===== config.mk =====
export PLATFORM = sky130hd
export DESIGN_NAME = imem_program_loader
export DESIGN_NICKNAME = d
export VERILOG_FILES = /design/src/rtl/imem_program_loader.sv
export SDC_FILE = /design/constraint.sdc
export NUM_CORES = 1
export LEC_CHECK = 0
export CAP_MARGIN = 10
export CORE_MARGIN = 10
export CORE_UTILIZATION = 61
export CTS_BUF_LIST = sky130_fd_sc_hd__clkbuf_8
export CTS_CLUSTER_SIZE = 8
export DETAILED_ROUTE_END_ITERATION = 6
export PLACE_DENSITY = 0.94
export SYNTH_ARGS = -nofsm -noshare
export SYNTH_HDL_FRONTEND = slang
export SYNTH_SLANG_ARGS = --single-unit
export TNS_END_PERCENT = 50

===== constraint.sdc =====
create_clock -name clock -period 3.65 [get_ports clock]
set_input_delay 0.5475 -clock clock [delete_from_list [all_inputs] [get_ports clock]]
set_output_delay 0.5475 -clock clock [all_outputs]
set_load 0.01 [all_outputs]

===== src/rtl/imem_program_loader.sv =====
// Byte-stream program loader: assembles little-endian words from a framed image,
// writes them into instruction memory, verifies an XOR checksum and releases the core.
module imem_program_loader #(
    parameter int          PC_SIZE        = 10,
    parameter int          TIMEOUT_CYCLES = 1000000,
    parameter logic [7:0]  START_BYTE     = 8'hA5
) (
    input  logic               clock,
    input  logic               reset,
    input  logic [7:0]         byte_in,
    input  logic               byte_valid,
    output logic               byte_ready,
    output logic               imem_rw,
    output logic [PC_SIZE-1:0] imem_addr,
    output logic [31:0]        imem_data,
    output logic               imem_clear,
    output logic               core_reset,
    output logic               load_done,
    output logic               load_error,
    output logic [PC_SIZE:0]   words_loaded
);

    typedef enum logic [3:0] {
        IDLE   = 4'd0,
        CLEAR  = 4'd1,
        LEN_LO = 4'd2,
        LEN_HI = 4'd3,
        DATA   = 4'd4,
        WRITE  = 4'd5,
        CHECK  = 4'd6,
        DONE   = 4'd7,
        ERROR  = 4'd8
    } state_t;

    localparam int           TW        = $clog2(TIMEOUT_CYCLES + 1);
    localparam logic [TW-1:0] TMO_LAST = TW'(TIMEOUT_CYCLES - 1);
    localparam logic [16:0]  MAX_WORDS = 17'd1 << PC_SIZE;

    // Word count must be non-zero and fit the instruction memory.
    function automatic logic len_bad(input logic [15:0] n);
        return (n == 16'd0) || ({1'b0, n} > MAX_WORDS);
    endfunction

    state_t               state_r;
    state_t               next_s;
    logic                 byte_ready_r;
    logic                 imem_rw_r;
    logic                 imem_clear_r;
    logic                 core_reset_r;
    logic                 load_done_r;
    logic                 load_error_r;
    logic [15:0]          len_r;
    logic [1:0]           byte_idx_r;
    logic [PC_SIZE-1:0]   addr_r;
    logic [31:0]          data_r;
    logic [PC_SIZE:0]     words_r;
    logic [7:0]           csum_r;
    logic [TW-1:0]        tmo_r;
    logic                 fire_s;
    logic                 waiting_s;
    logic                 tmo_hit_s;
    logic [PC_SIZE:0]     words_next_s;

    assign fire_s       = byte_valid && byte_ready_r;
    assign waiting_s    = (state_r == LEN_LO) || (state_r == LEN_HI) ||
                          (state_r == DATA)   || (state_r == CHECK);
    assign tmo_hit_s    = (tmo_r == TMO_LAST);
    assign words_next_s = words_r + {{PC_SIZE{1'b0}}, 1'b1};

    // State register.
    always_ff @(posedge clock) begin
        if (reset) begin
            state_r <= IDLE;
        end else begin
            state_r <= next_s;
        end
    end

    // Next-state decode.
    always_comb begin
        next_s = state_r;
        case (state_r)
            IDLE: begin
                if (fire_s && (byte_in == START_BYTE)) next_s = CLEAR;
                else                                   next_s = IDLE;
            end
            CLEAR: next_s = LEN_LO;
            LEN_LO: begin
                if (fire_s)         next_s = LEN_HI;
                else if (tmo_hit_s) next_s = ERROR;
                else                next_s = LEN_LO;
            end
            LEN_HI: begin
                if (fire_s) begin
                    if (len_bad({byte_in, len_r[7:0]})) next_s = ERROR;
                    else                                next_s = DATA;
                end else if (tmo_hit_s) begin
                    next_s = ERROR;
                end else begin
                    next_s = LEN_HI;
                end
            end
            DATA: begin
                if (fire_s) begin
                    if (byte_idx_r == 2'd3) next_s = WRITE;
                    else                    next_s = DATA;
                end else if (tmo_hit_s) begin
                    next_s = ERROR;
                end else begin
                    next_s = DATA;
                end
            end
            WRITE: begin
                if (17'(words_next_s) == {1'b0, len_r}) next_s = CHECK;
                else                                     next_s = DATA;
            end
            CHECK: begin
                if (fire_s) begin
                    if (byte_in == csum_r) next_s = DONE;
                    else                   next_s = ERROR;
                end else if (tmo_hit_s) begin
                    next_s = ERROR;
                end else begin
                    next_s = CHECK;
                end
            end
            DONE:    next_s = IDLE;
            ERROR:   next_s = IDLE;
            default: next_s = IDLE;
        endcase
    end

    // Idle-cycle timer; restarts on every accepted byte and on each state change.
    always_ff @(posedge clock) begin
        if (reset || fire_s || (next_s != state_r) || !waiting_s) begin
            tmo_r <= '0;
        end else begin
            tmo_r <= tmo_r + {{(TW-1){1'b0}}, 1'b1};
        end
    end

    // Datapath and registered outputs, decoded from the upcoming state.
    always_ff @(posedge clock) begin
        if (reset) begin
            byte_ready_r <= 1'b0;
            imem_rw_r    <= 1'b0;
            imem_clear_r <= 1'b0;
            core_reset_r <= 1'b1;
            load_done_r  <= 1'b0;
            load_error_r <= 1'b0;
            len_r        <= 16'd0;
            byte_idx_r   <= 2'd0;
            addr_r       <= '0;
            data_r       <= 32'd0;
            words_r      <= '0;
            csum_r       <= 8'd0;
        end else begin
            byte_ready_r <= (next_s == IDLE) || (next_s == LEN_LO) || (next_s == LEN_HI) ||
                            (next_s == DATA) || (next_s == CHECK);
            imem_rw_r    <= (next_s == WRITE);
            imem_clear_r <= (next_s == CLEAR);
            load_done_r  <= (next_s == DONE);
            case (state_r)
                IDLE: begin
                    if (fire_s && (byte_in == START_BYTE)) begin
                        core_reset_r <= 1'b1;
                        load_error_r <= 1'b0;
                        words_r      <= '0;
                        csum_r       <= 8'd0;
                    end
                end
                LEN_LO: if (fire_s) len_r[7:0] <= byte_in;
                LEN_HI: begin
                    if (fire_s) begin
                        len_r[15:8] <= byte_in;
                        byte_idx_r  <= 2'd0;
                        addr_r      <= '0;
                    end
                end
                DATA: begin
                    if (fire_s) begin
                        data_r[{byte_idx_r, 3'b000} +: 8] <= byte_in;
                        csum_r     <= csum_r ^ byte_in;
                        byte_idx_r <= byte_idx_r + 2'd1;
                    end
                end
                WRITE: begin
                    words_r <= words_next_s;
                    addr_r  <= addr_r + {{(PC_SIZE-1){1'b0}}, 1'b1};
                end
                default: ;
            endcase
            if (next_s == ERROR) load_error_r <= 1'b1;
            if (next_s == DONE)  core_reset_r <= 1'b0;
        end
    end

    assign byte_ready   = byte_ready_r;
    assign imem_rw      = imem_rw_r;
    assign imem_addr    = addr_r;
    assign imem_data    = data_r;
    assign imem_clear   = imem_clear_r;
    assign core_reset   = core_reset_r;
    assign load_done    = load_done_r;
    assign load_error   = load_error_r;
    assign words_loaded = words_r;

endmodule


======== After elaboration in Yosys (flattened, before gate mapping) ========
Index checks and enable logic that the tools add are counted.
word-level totals
  register bits after elaboration ......... 109
  word-level logic and storage cells ...... 112
  output and inout port bits .............. 59
cells by class
  shifts and indexed selects .............. 2
  multiplexer cells ....................... 31
  $add $sub $neg .......................... 5
  order comparisons ....................... 1
  reduce and logical (&&, ||, !) cells .... 34
  bitwise logic cells ..................... 1
  eq/ne operators ......................... 23
operators by type and width
  operator                  count
  $mux W4                   10
  $bwmux W32                1
  $shift A8 B7 Y32 const A  1
  $shiftx A8 B7 Y32         1
  $eq A4 B3 Y1 const B      7
  $pmux W4 S7               1
  $pmux W11 S2              1
  $add A20 B1 Y20 const B   1
  $eq A20 B20 Y1 const B    1
  $pmux W10 S2              1
  $eq A11 B16 Y1            1
  $eq A4 B2 Y1 const B      4
  $gt A16 B11 Y1 const B    1
  $logic_not A16 Y1         1
  $mux W8                   2
  $pmux W8 S2               1
  $reduce_bool A2 Y1        8
  $reduce_and A2 Y1         7
  $add A11 B1 Y11 const B   1
  $logic_or A1 B1 Y1        11
  $mux W11                  1
  $add A10 B1 Y10 const B   1
  $mux W10                  1
  $eq A4 B1 Y1 const B      2
  16 further kinds          30

======== Longest topological paths before layout ========
  depth in word-level cells ............... 10
  gate-level depth with buffers ........... 9

======== Worst setup path before layout ========
No wires, ideal clock.
  path kind ............................... input -> register
  from .................................... in byte_in[4]
  to ...................................... reg tmo_r[19]
  arrival time ............................ 2.060 ns
  stages on the path ...................... 9
  slack ................................... 1.524 ns
  data required time ...................... 3.584 ns
  cells stage by stage .................... buf_2 xor2_1 nor4_2 nand4_1 a31o_1 o22ai_4 nand4b_2 buf_6 a21oi_2
on the way
  cells in the longest elaborated chain, start to end .. 8
  elaborated cells on any way between the ends .. 15
  those cells by class .................... order compare: 1; eq/ne: 3; mux: 6; reduce/logical: 5
RTL lines
  element                                                     line  source
  from (decl)                                                 10    input logic [7:0] byte_in,
  $gt A16 B11 Y1 / $logic_not A16 Y1 (equally long branches)  41    return (n == 16'd0) || ({1'b0, n} > MAX_WORDS);
  $logic_or A1 B1 Y1                                          41
  $mux W4                                                     95    if (len_bad({byte_in, len_r[7:0]})) next_s = ERROR;
  $mux W4                                                     94    if (fire_s) begin
  $pmux W4 S7 (*)                                             82    case (state_r)
  $ne A4 B4 Y1 (*)                                            135   if (reset || fire_s || (next_s != state_r) || !waiting_s) begin
  $logic_or A1 B1 Y1 (*) (2 in series)                        135
  to (signal assigned)                                        138   tmo_r <= tmo_r + {{(TW-1){1'b0}}, 1'b1};
  to (decl)                                                   58    logic [TW-1:0] tmo_r;
Every way passes the cells marked *; elsewhere a longest branch is shown, timed or not.
A chain may end at the register's enable or synchronous reset.

======== Final worst setup path ========
  from .................................... reg state_r[2]
  to ...................................... reg csum_r[2]
on the way
  cells in the longest elaborated chain, start to end .. 3
  elaborated cells on any way between the ends .. 7
  those cells by class .................... eq/ne: 3; mux: 1; reduce/logical: 3
RTL lines
  element                                                                     line  source
  from (decl)                                                                 44    state_t state_r;
  from (signal assigned)                                                      75    state_r <= next_s;
  $eq A4 B3 Y1 / $logic_not A4 Y1 (equally long branches)                     163   case (state_r)
  $ne A2 B2 Y1 (no source line) / $reduce_bool A2 Y1 (equally long branches)  n/a
  $reduce_and A3 Y1 (no source line)                                          n/a
  to (signal assigned)                                                        183   csum_r <= csum_r ^ byte_in;
  to (decl)                                                                   57    logic [7:0] csum_r;
Parallel ways exist; a longest one is shown, timed or not.

==> metrics.txt <==
DP Area=5950 um^2; clk sinks=109; Hold Crit Class=register to register; Net Sw Power=0.518 mW; flops & latches, synth=109; dominant synthesized flop cell=dfxtp_1; Detail Route Antenna Nets=0; combinational cell fraction of total power=3.1%; Total GRT Usage=21.5%; Setup Fix Bufs, Post-CTS=0; Tcrit/Tclk final=72.8%; Tmin final=2.66 ns; Clock transition at path regs=0.11 ns; Peak Freq=377 MHz; Post-Synthesis Cells=640; first-pass GRT wire length=23.3 mm; Worst Setup Path Type=register to register; final wirelength=13.9 mm; max_cap viols=0; Area Growth Syn to Fin=17.2%; worst slew pin tran=0.986 ns; Post-synth ARST share=0%; Synthesized Nets=660; pin count of the biggest net entering global routing=59; fin nets=709; outcome=completed; internal power=1.49 mW; clock network power share=37.5%; post-synthesis sequential area ratio=41.5%; critical path arrival=2.91 ns; crit end category=register; Clock Skews=0.0177 ns; initial drt markers=381; final setup margin=0.994 ns; cell area after layout=6170 um^2; number of fillers in the final layout=586; P_leak=2.02 nW; PD cells=325 nW/um^2; antenna violations before repair=0; EDFF count, synth=0; flop-to-flop setup slack=0.99 ns; H-tree levels=3; post_cts resized=0; Slew HR=33.8%; Rows=33; final max-slew violation count=0; gr ovfl total=0; Die Width=113 um; Die ar.=12700 um^2; crit-path max FO=16; critical path's largest stage delay=0.61 ns; io pins=70; Finish-stage setup viols=0; clock latency on the worst-skew pair=0.39 ns; DRC errors left=0; Core Region=8300 um^2; Peak VDD IR=0.000213 V; Fin Setup TNS=0 ns; WHS=0.459 ns; vias in the first global route=4968; routed vias=4942; Num CTS Buffers=9; Synth warnings=0; share of layout cells above drive strength 1=8.65%; clk root buf=clkbuf_8; Initial Utilization=63.4%; placed wire-length estimate=9.79 mm; Die Y=113 um; Final Hold Violating Endpoints=0; worst slack, placed=0.713 ns; Max Buffers Root-to-Sink=2; antenna fix cells=0; worst path cell trace=nand2b_1, or3_1, nor2_2, nor2_1, o21ai_0, a21oi_1; drt wl/cell=17.4 um; Pre-antenna DRT Iters=7; Hold-fix buffers, CTS=0; Max stage delay cell, worst path=nor2_2; Synth cell types=64; part of the power in registers=59.4%; nature of the critical path startpoint=register; CTS tree=yes; Port-buffer cells=69; syn_area_per_cell=8.22 um^2; Avg Vias per Cell=6.19; setup repair after global routing missed its margin=no; Post-Syn Area=5260 um^2; Sw Ratio=25.8%; gpl congestion=0.925; CP required=3.90 ns
==> through the flow <==
step                std cells  utilization [%]  power (mW)
finish                    799             74.3        2.01
global route              799             74.3        2.07
CTS                       799             74.3        2.01
detailed placement        783             71.7        1.28
global placement          783             71.7        1.28
floorplan                 640                -        1.26
==> synth_stat cells (all sizes together), types with 2 or more instances <==
cell type	count	area, um^2
a211oi	5	42.5
a21o	2	15.0
a21oi	65	329
a22oi	2	15.0
a31o	2	17.5
and2	4	25.0
and3	14	87.6
and4	4	35.0
buf	19	113
clkbuf	20	75.1
dfxtp	109	2180
ha	9	113
inv	6	22.5
mux2i	11	110
nand2	75	284
nand3	54	270
nand3b	12	90.1
nand4	7	43.8
nand4b	3	32.5
nor2	89	382
nor2b	3	26.3
nor3	19	100
nor3b	7	57.6
nor4	6	58.8
o21a	4	30.0
o21ai	20	100
o21bai	3	22.5
o22ai	2	32.5
or3	6	37.5
or4	4	33.8
xnor2	18	158
xor2	20	175
==> state kept, by name, indices dropped and copies added (netlist names), 2 cells and up <==
| name | flops |
|---|---|
| tmo_r | 20 |
| byte_idx_r | 2 |
| len_r | 16 |
| imem_addr | 10 |
| state_r | 4 |
| csum_r | 8 |
| imem_data | 32 |
| words_loaded | 11 |
==> area by class of cell <==
cell class              count  area [um^2]  share of cell area (%)
clock buffers               9          124                    2.01
well taps                 105          131                    2.13
clock inverters             7         90.1                    1.46
inverters                   6         22.5                   0.365
repair buffers             77          746                    12.1
flip-flops and latches    109         2180                    35.4
multi-input cells         486         2870                    46.6
==> kinds of logic after synthesis <==
group | share of synthesized area, %
buf+inv | 3.99
simple gates | 30.8
compound gates | 12.8
fa+ha+maj | 2.33
xor+xnor | 6.32
mux | 2.31
flops | 41.5
==> metal layers <==
metal	GRT usage, %	vias up	routed length [um]
li1	-	2315	-
met1	23.5	2338	5260
met2	36.1	243	6880
met3	7.45	46	1300
met4	11.3	0	431
met5	0	-	0
==> cell usage in the layout (no fill, tap or decap), types with 14 or more instances in the layout <==
| master | count |
|---|---|
| a21oi_1 | 64 |
| and3_1 | 14 |
| clkdlybuf4s50_1 | 68 |
| dfxtp_1 | 109 |
| nand2_1 | 74 |
| nand3_1 | 54 |
| nor2_1 | 70 |
| nor2_2 | 19 |
| nor3_1 | 18 |
| o21ai_0 | 20 |
| xnor2_1 | 18 |
| xor2_1 | 20 |
==> critical path: cells and delay by family, from the launching register on <==
| family | cells | cell delay (ns) |
|---|---|---|
| AOI/OAI and AO/OA | 2 | 0.38 |
| DFF | 1 | 0.49 |
| and+or+nand+nor | 4 | 1.65 |
==> worst paths after layout <==
check                   to           from  cells past startpoint
max reg2reg      csum_r[2]     state_r[2]                      6
min          imem_data[22]  imem_data[22]                      2
max              csum_r[2]     state_r[2]                      6
min reg2reg  imem_data[22]  imem_data[22]                      2
==> power by group through the flow <==
| stage | Sequential [mW] | Combinational [mW] | Clock (mW) |
|---|---|---|---|
| after global placement | 1.22 | 0.0593 | 0 |
| after global routing | 1.19 | 0.0663 | 0.809 |
| final | 1.19 | 0.0626 | 0.752 |
| after floorplan | 1.22 | 0.0387 | 0 |
| after detailed placement | 1.22 | 0.0607 | 0 |
| after CTS | 1.19 | 0.0611 | 0.763 |
(Power assumes the default switching activity.)
